===== src/rtl/status_led_pkg.sv =====
// Shared encodings for the status LED driver: channel modes, pattern states
// and the timing constants used by the per-channel pattern engines.
package status_led_pkg;

  localparam logic [1:0] MODE_OFF   = 2'd0;
  localparam logic [1:0] MODE_ON    = 2'd1;
  localparam logic [1:0] MODE_BLINK = 2'd2;
  localparam logic [1:0] MODE_CODE  = 2'd3;

  // BLINK and CODE share the state register; the first state of both is 0
  localparam logic [1:0] ST_B_ON    = 2'd0;
  localparam logic [1:0] ST_B_OFF   = 2'd1;
  localparam logic [1:0] ST_C_ON    = 2'd0;
  localparam logic [1:0] ST_C_OFF   = 2'd1;
  localparam logic [1:0] ST_C_GAP   = 2'd2;
  localparam logic [1:0] ST_FIRST   = 2'd0;

  localparam int CODE_GAP_MULT = 4;
  localparam int PERIOD_W      = 16;
  localparam int TMR_W         = 18;

  function automatic logic [PERIOD_W-1:0] eff_period(input logic [PERIOD_W-1:0] p);
    return (p == '0) ? PERIOD_W'(1) : p;
  endfunction

endpackage


===== src/rtl/status_led_chan.sv =====
// One LED channel: latched configuration plus the BLINK / CODE pattern engine.
// Advances on the shared tick; a config write restarts the pattern and wins over tick.
module status_led_chan
  import status_led_pkg::*;
#(
  parameter int PWM_BITS   = 8,
  parameter int COUNT_BITS = 4
) (
  input  logic                  clk,
  input  logic                  rst_n,
  input  logic                  tick,
  input  logic                  wr,
  input  logic [1:0]            mode,
  input  logic [PWM_BITS-1:0]   duty,
  input  logic [PERIOD_W-1:0]   period,
  input  logic [COUNT_BITS-1:0] count,
  output logic                  lit,
  output logic [PWM_BITS-1:0]   duty_q
);

  logic [1:0]            mode_q;
  logic [PERIOD_W-1:0]   per_q;
  logic [COUNT_BITS-1:0] cnt_q;
  logic [COUNT_BITS-1:0] pcnt_q;
  logic [1:0]            st_q;
  logic [TMR_W-1:0]      tmr_q;

  logic [TMR_W-1:0]      per_m1;
  logic [TMR_W-1:0]      gap_m1;
  logic                  tmr_end;

  // per_q is never 0, so neither terminal value can underflow
  assign per_m1  = TMR_W'(per_q) - TMR_W'(1);
  assign gap_m1  = (TMR_W'(per_q) * TMR_W'(CODE_GAP_MULT)) - TMR_W'(1);
  assign tmr_end = (mode_q == MODE_CODE && st_q == ST_C_GAP) ? (tmr_q == gap_m1)
                                                             : (tmr_q == per_m1);

  always_ff @(posedge clk or negedge rst_n) begin
    if (!rst_n) begin
      mode_q <= MODE_OFF;
      duty_q <= '0;
      per_q  <= PERIOD_W'(1);
      cnt_q  <= '0;
      pcnt_q <= '0;
      st_q   <= ST_FIRST;
      tmr_q  <= '0;
    end else if (wr) begin
      mode_q <= mode;
      duty_q <= duty;
      per_q  <= eff_period(period);
      cnt_q  <= count;
      pcnt_q <= '0;
      st_q   <= ST_FIRST;
      tmr_q  <= '0;
    end else if (tick) begin
      case (mode_q)
        MODE_BLINK: begin
          if (tmr_end) begin
            tmr_q <= '0;
            st_q  <= (st_q == ST_B_ON) ? ST_B_OFF : ST_B_ON;
          end else begin
            tmr_q <= tmr_q + TMR_W'(1);
          end
        end
        MODE_CODE: begin
          // count == 0 freezes the engine; lit stays low so it reads as OFF
          if (cnt_q != '0) begin
            if (tmr_end) begin
              tmr_q <= '0;
              case (st_q)
                ST_C_ON: begin
                  st_q   <= ST_C_OFF;
                  pcnt_q <= pcnt_q + COUNT_BITS'(1);
                end
                ST_C_OFF: begin
                  if (pcnt_q < cnt_q) begin
                    st_q <= ST_C_ON;
                  end else begin
                    st_q   <= ST_C_GAP;
                    pcnt_q <= '0;
                  end
                end
                default: st_q <= ST_C_ON;
              endcase
            end else begin
              tmr_q <= tmr_q + TMR_W'(1);
            end
          end
        end
        default: ;
      endcase
    end
  end

  always_comb begin
    lit = 1'b0;
    case (mode_q)
      MODE_ON:    lit = 1'b1;
      MODE_BLINK: lit = (st_q == ST_B_ON);
      MODE_CODE:  lit = (st_q == ST_C_ON) && (cnt_q != '0);
      default:    lit = 1'b0;
    endcase
  end

endmodule


===== src/rtl/status_led_ctrl.sv =====
// Multi-channel status LED driver: shared tick prescaler and PWM counter,
// per-channel pattern engines, registered brightness-gated outputs.
module status_led_ctrl
  import status_led_pkg::*;
#(
  parameter int CHANNELS   = 4,
  parameter int CLK_HZ     = 100000000,
  parameter int TICK_HZ    = 1000,
  parameter int PWM_BITS   = 8,
  parameter int COUNT_BITS = 4
) (
  input  logic                                           clk,
  input  logic                                           rst_n,
  input  logic                                           cfg_we,
  input  logic [((CHANNELS > 1) ? $clog2(CHANNELS) : 1)-1:0] cfg_ch,
  input  logic [1:0]                                     cfg_mode,
  input  logic [PWM_BITS-1:0]                            cfg_duty,
  input  logic [15:0]                                    cfg_period,
  input  logic [COUNT_BITS-1:0]                          cfg_count,
  output logic [CHANNELS-1:0]                            led,
  output logic                                           tick
);

  localparam int CH_W = (CHANNELS > 1) ? $clog2(CHANNELS) : 1;
  localparam int DIV  = CLK_HZ / TICK_HZ;
  localparam int PS_W = (DIV > 1) ? $clog2(DIV) : 1;
  localparam logic [PS_W-1:0] PS_LAST = PS_W'(DIV - 1);

  logic [PS_W-1:0]                    presc_q;
  logic [PWM_BITS-1:0]                pwm_q;
  logic [CHANNELS-1:0]                lit;
  logic [CHANNELS-1:0]                bright;
  logic [CHANNELS-1:0][PWM_BITS-1:0]  duty_q;

  assign tick = (presc_q == PS_LAST);

  always_ff @(posedge clk or negedge rst_n) begin
    if (!rst_n) begin
      presc_q <= '0;
      pwm_q   <= '0;
    end else begin
      presc_q <= tick ? '0 : presc_q + PS_W'(1);
      pwm_q   <= pwm_q + PWM_BITS'(1);
    end
  end

  for (genvar g = 0; g < CHANNELS; g++) begin : g_chan
    status_led_chan #(
      .PWM_BITS   (PWM_BITS),
      .COUNT_BITS (COUNT_BITS)
    ) u_chan (
      .clk    (clk),
      .rst_n  (rst_n),
      .tick   (tick),
      .wr     (cfg_we && (cfg_ch == CH_W'(g))),
      .mode   (cfg_mode),
      .duty   (cfg_duty),
      .period (cfg_period),
      .count  (cfg_count),
      .lit    (lit[g]),
      .duty_q (duty_q[g])
    );

    // all-ones duty is forced on so full brightness has no dark PWM slot
    assign bright[g] = (&duty_q[g]) | (pwm_q < duty_q[g]);
  end

  always_ff @(posedge clk or negedge rst_n) begin
    if (!rst_n) led <= '0;
    else        led <= lit & bright;
  end

endmodule


===== config.mk =====
export PLATFORM = sky130hd
export DESIGN_NAME = status_led_ctrl
export DESIGN_NICKNAME = d
export VERILOG_FILES = /design/src/rtl/status_led_pkg.sv /design/src/rtl/status_led_chan.sv /design/src/rtl/status_led_ctrl.sv
export SDC_FILE = /design/constraint.sdc
export NUM_CORES = 1
export LEC_CHECK = 0
export BUFFER_PORTS_ARGS = -buffer_cell sky130_fd_sc_hd__clkbuf_2
export CAP_MARGIN = 30
export CORE_MARGIN = 2
export CORE_UTILIZATION = 60
export DETAILED_ROUTE_END_ITERATION = 10
export MAX_ROUTING_LAYER = met4
export PLACE_DENSITY = 0.73
export SLEW_MARGIN = 15
export SYNTH_ARGS = -nofsm -noshare
export SYNTH_HDL_FRONTEND = slang
export SYNTH_SLANG_ARGS = --single-unit

===== constraint.sdc =====
create_clock -name clk -period 8.8 [get_ports clk]
set_input_delay 1.76 -clock clk [delete_from_list [all_inputs] [get_ports clk]]
set_output_delay 1.76 -clock clk [all_outputs]
set_load 0.02 [all_outputs]

==> flow_summary.toml <==
[critical_path]
end_kind = "output port"
slowest_stage = "or4b_2"
worstPathMaxFanout = 19
crit_type = "flop to output port"
cp_data_arrival_time_ns = 2.52
required_ns = 7.04
start_kind = "flop"
cp_cell_sequence = "or4b_2 -> nor4_4 -> buf_4 -> clkbuf_2"
critPathMaxStageDelay_ns = 0.73

[logic_synthesis]
synth-main-ff-cell = "dfrtp_1"
yosysMostFrequentCell = "nand2_1"
synth_top_area_share_pct = 35.43
synth.area.top_cells = "dfrtp_1, nand2_1, xnor2_1"
ys_warn_count = 0
synth_area_leader_cell = "dfrtp_1"
avgSynthCellArea_um2 = 8.105
ys_top_cells_by_count = "nand2_1, dfrtp_1, nor2_1"
synthesis.nets = 2189
ys_async_sr_fraction_pct = 100.0
synth_area_mm2 = 0.01702
seq_area_frac_synth_pct = 36.05
synth_edf_count = 0
ys_types = 94
ys_ff_latch = 245
synthCells = 2100

[route]
dr.max_layer_used = "met4"
vias = 15290
met1_length_mm = 20.22
drt_pre_antenna_iters = 5
final_antenna_net_count = 0
wl_met3_mm = 2.737
dr_wl_met2_mm = 21.18
wl_per_cell_um = 18.69
finalWirelength_mm = 45.68
viasPerCell = 6.257
drcViolationCount = 0
dr.first_iter.drc_count = 1474

[sta]
rsz0062_at_grt = "no"
finalMaxSlewViolations = 0
max_freq_mhz = 233.7
min_period_over_period_pct = 48.62
fin_crit_ns = 4.278
worst_pin_slew_ns = 0.9843
setup_viol = 0
skew_ns = 0.02078
finalHoldViolations = 0
tns_ns = 0
relSlewSlack_pct = 33.52

[global_routing]
grt_pass1_vias = 14220
antenna_found_initial = 0
grt_pass1_wl_mm = 73.91
grt_use_total_pct = 31.92
grt_remaining_overflow = 0
grt_start_max_net_pins = 113

[floorplan]
die_w_um = 172.4
initial_core_util_pct = 61.10
core_mm2 = 0.02786
die_area_mm2 = 0.02973
io_pins = 40
die_h_um = 172.4
row_count = 61

[clocking]
numClockSinks = 245
cts_max_path_buffers = 3
cts_hold_buf = 0
cts_tree = "yes"
clock_insertion_delay_worst_skew_ns = 0.56
htree_num_levels = 1
ctsResizeCount = 0
cts_root_buf = "clkbuf_16"
cts_post_setup_buffers_inserted = 0
clk_pin_slew_worst_paths_ns = 0.06
cts_buffers = 28

[finish]
fill_cells = 2336
drive_gt1_share_pct = 7.986
num_antenna_cells = 0
final_cells = 2444
area_delta_synth_final_pct = 7.160
nets = 2133

[place]
placed_cells = 2390
gp_congestion = 0.9433
io_buffers = 39
dp_hpwl_mm = 32.43

[worst_hold_path]
min_path_type = "flop to flop"

[power_and_ir_drop]
power_leakage_nw = 8.092
power.density_mw_per_mm2 = 189.4
vdd_drop_max_mv = 0.1966

[outcome]
status = "finished clean"

[run]
cap_violations = 0
## registers in the layout (all words and copies together) (netlist names)
signal and count:
g_chan.u_chan.cnt_q 16, g_chan.u_chan.duty_q 32, g_chan.u_chan.mode_q 8, g_chan.u_chan.pcnt_q 16, g_chan.u_chan.per_q 64, g_chan.u_chan.st_q 8
g_chan.u_chan.tmr_q 72, led 4, presc_q 17, pwm_q 8
## power by group
| part | total, W | switching (W) | leakage [nW] | internal (W) |
|---|---|---|---|---|
| Combinational | 0.000799 | 0.000471 | 4.46 | 0.000328 |
| Sequential | 0.00142 | 0.000185 | 3.14 | 0.00124 |
| Clock | 0.00123 | 0.000489 | 0.491 | 0.000743 |
| Total | 0.00345 | 0.00114 | 8.09 | 0.00231 |
## cell type report
| cell class | count | area [um^2] | area share, % |
|---|---|---|---|
| Clock buffer | 35 | 777.0 | 4.260 |
| Clock inverter | 17 | 202.7 | 1.111 |
| Inverter | 78 | 292.8 | 1.605 |
| Multi-Input combinational cell | 1637 | 9993 | 54.79 |
| Sequential cell | 245 | 6136 | 33.64 |
| Tap cell | 378 | 473.0 | 2.593 |
| Timing Repair Buffer | 54 | 365.4 | 2.003 |
## worst max-delay path, delay by kind of cell, from the launching register on
family                 cells  cell delay [ns]
DFF                        1             0.40
and+or+nand+nor            2             1.00
buffers and inverters      2             0.56
## kinds of logic (layout without fill, tap and decap cells)
family          Yosys count  after routing  synth area share [%]
fa+ha+maj                54             54                 3.969
compound gates          382            382                 14.80
buf+inv                 218            184                 5.454
simple gates           1013           1013                 29.68
flops                   245            245                 36.05
mux                      43             43                 2.580
xor+xnor                145            145                 7.461
## worst paths after layout
check / from / to / slack (ns) / depth (start not counted)
max in group asynchronous: rst_n / g_chan[3].u_chan.tmr_q[11]$_DFFE_PN0P_ / 6.18 / 2
worst max-delay path: presc_q[14]$_DFF_PN0_ / tick / 4.52 / 4
worst max register to register: g_chan[2].u_chan.per_q[3]$_DFFE_PN0P_ / g_chan[2].u_chan.tmr_q[17]$_DFFE_PN0P_ / 4.71 / 9
worst min register to register: presc_q[14]$_DFF_PN0_ / presc_q[14]$_DFF_PN0_ / 0.49 / 1
worst min-delay path: presc_q[14]$_DFF_PN0_ / presc_q[14]$_DFF_PN0_ / 0.49 / 1
min in group asynchronous: rst_n / g_chan[2].u_chan.tmr_q[13]$_DFFE_PN0P_ / 1.23 / 1
## per-stage QoR
step	instance area (um^2)	hold WS (ns)	total power, W	util, %	setup WS [ns]
2_1_floorplan	17020	0.4516	0.002004	-	4.991
3_3_place_gp	17180	0.4797	0.002196	61.68	4.540
3_5_place_dp	17220	0.4831	0.002221	61.81	4.785
4_1_cts	18200	0.4952	0.003462	65.32	4.512
5_1_grt	18240	0.5143	0.003632	65.48	4.376
6_report	18240	0.4936	0.003454	65.48	4.522
## layer usage
layer | GRT usage (%) | vias up
li1 | - | 7297
met1 | 42.52 | 7390
met2 | 50.21 | 496
met3 | 4.280 | 110
met4 | 11.47 | 0
met5 | - | -
## layout by cell type, fill, tap and decap left out, drive strengths merged, types with 50 or more instances in the layout
cell type / Yosys / routed
nand2: 405 / 405
dfrtp: 241 / 241
nor2: 168 / 168
o21ai: 125 / 125
xnor2: 92 / 92
nand3: 90 / 90
inv: 78 / 79
clkbuf: 116 / 73
a21oi: 56 / 56
ha: 54 / 54
xor2: 53 / 53
nor3: 52 / 52
nand4: 51 / 51
nor4: 50 / 50
Power figures use the tool's default switching activity.
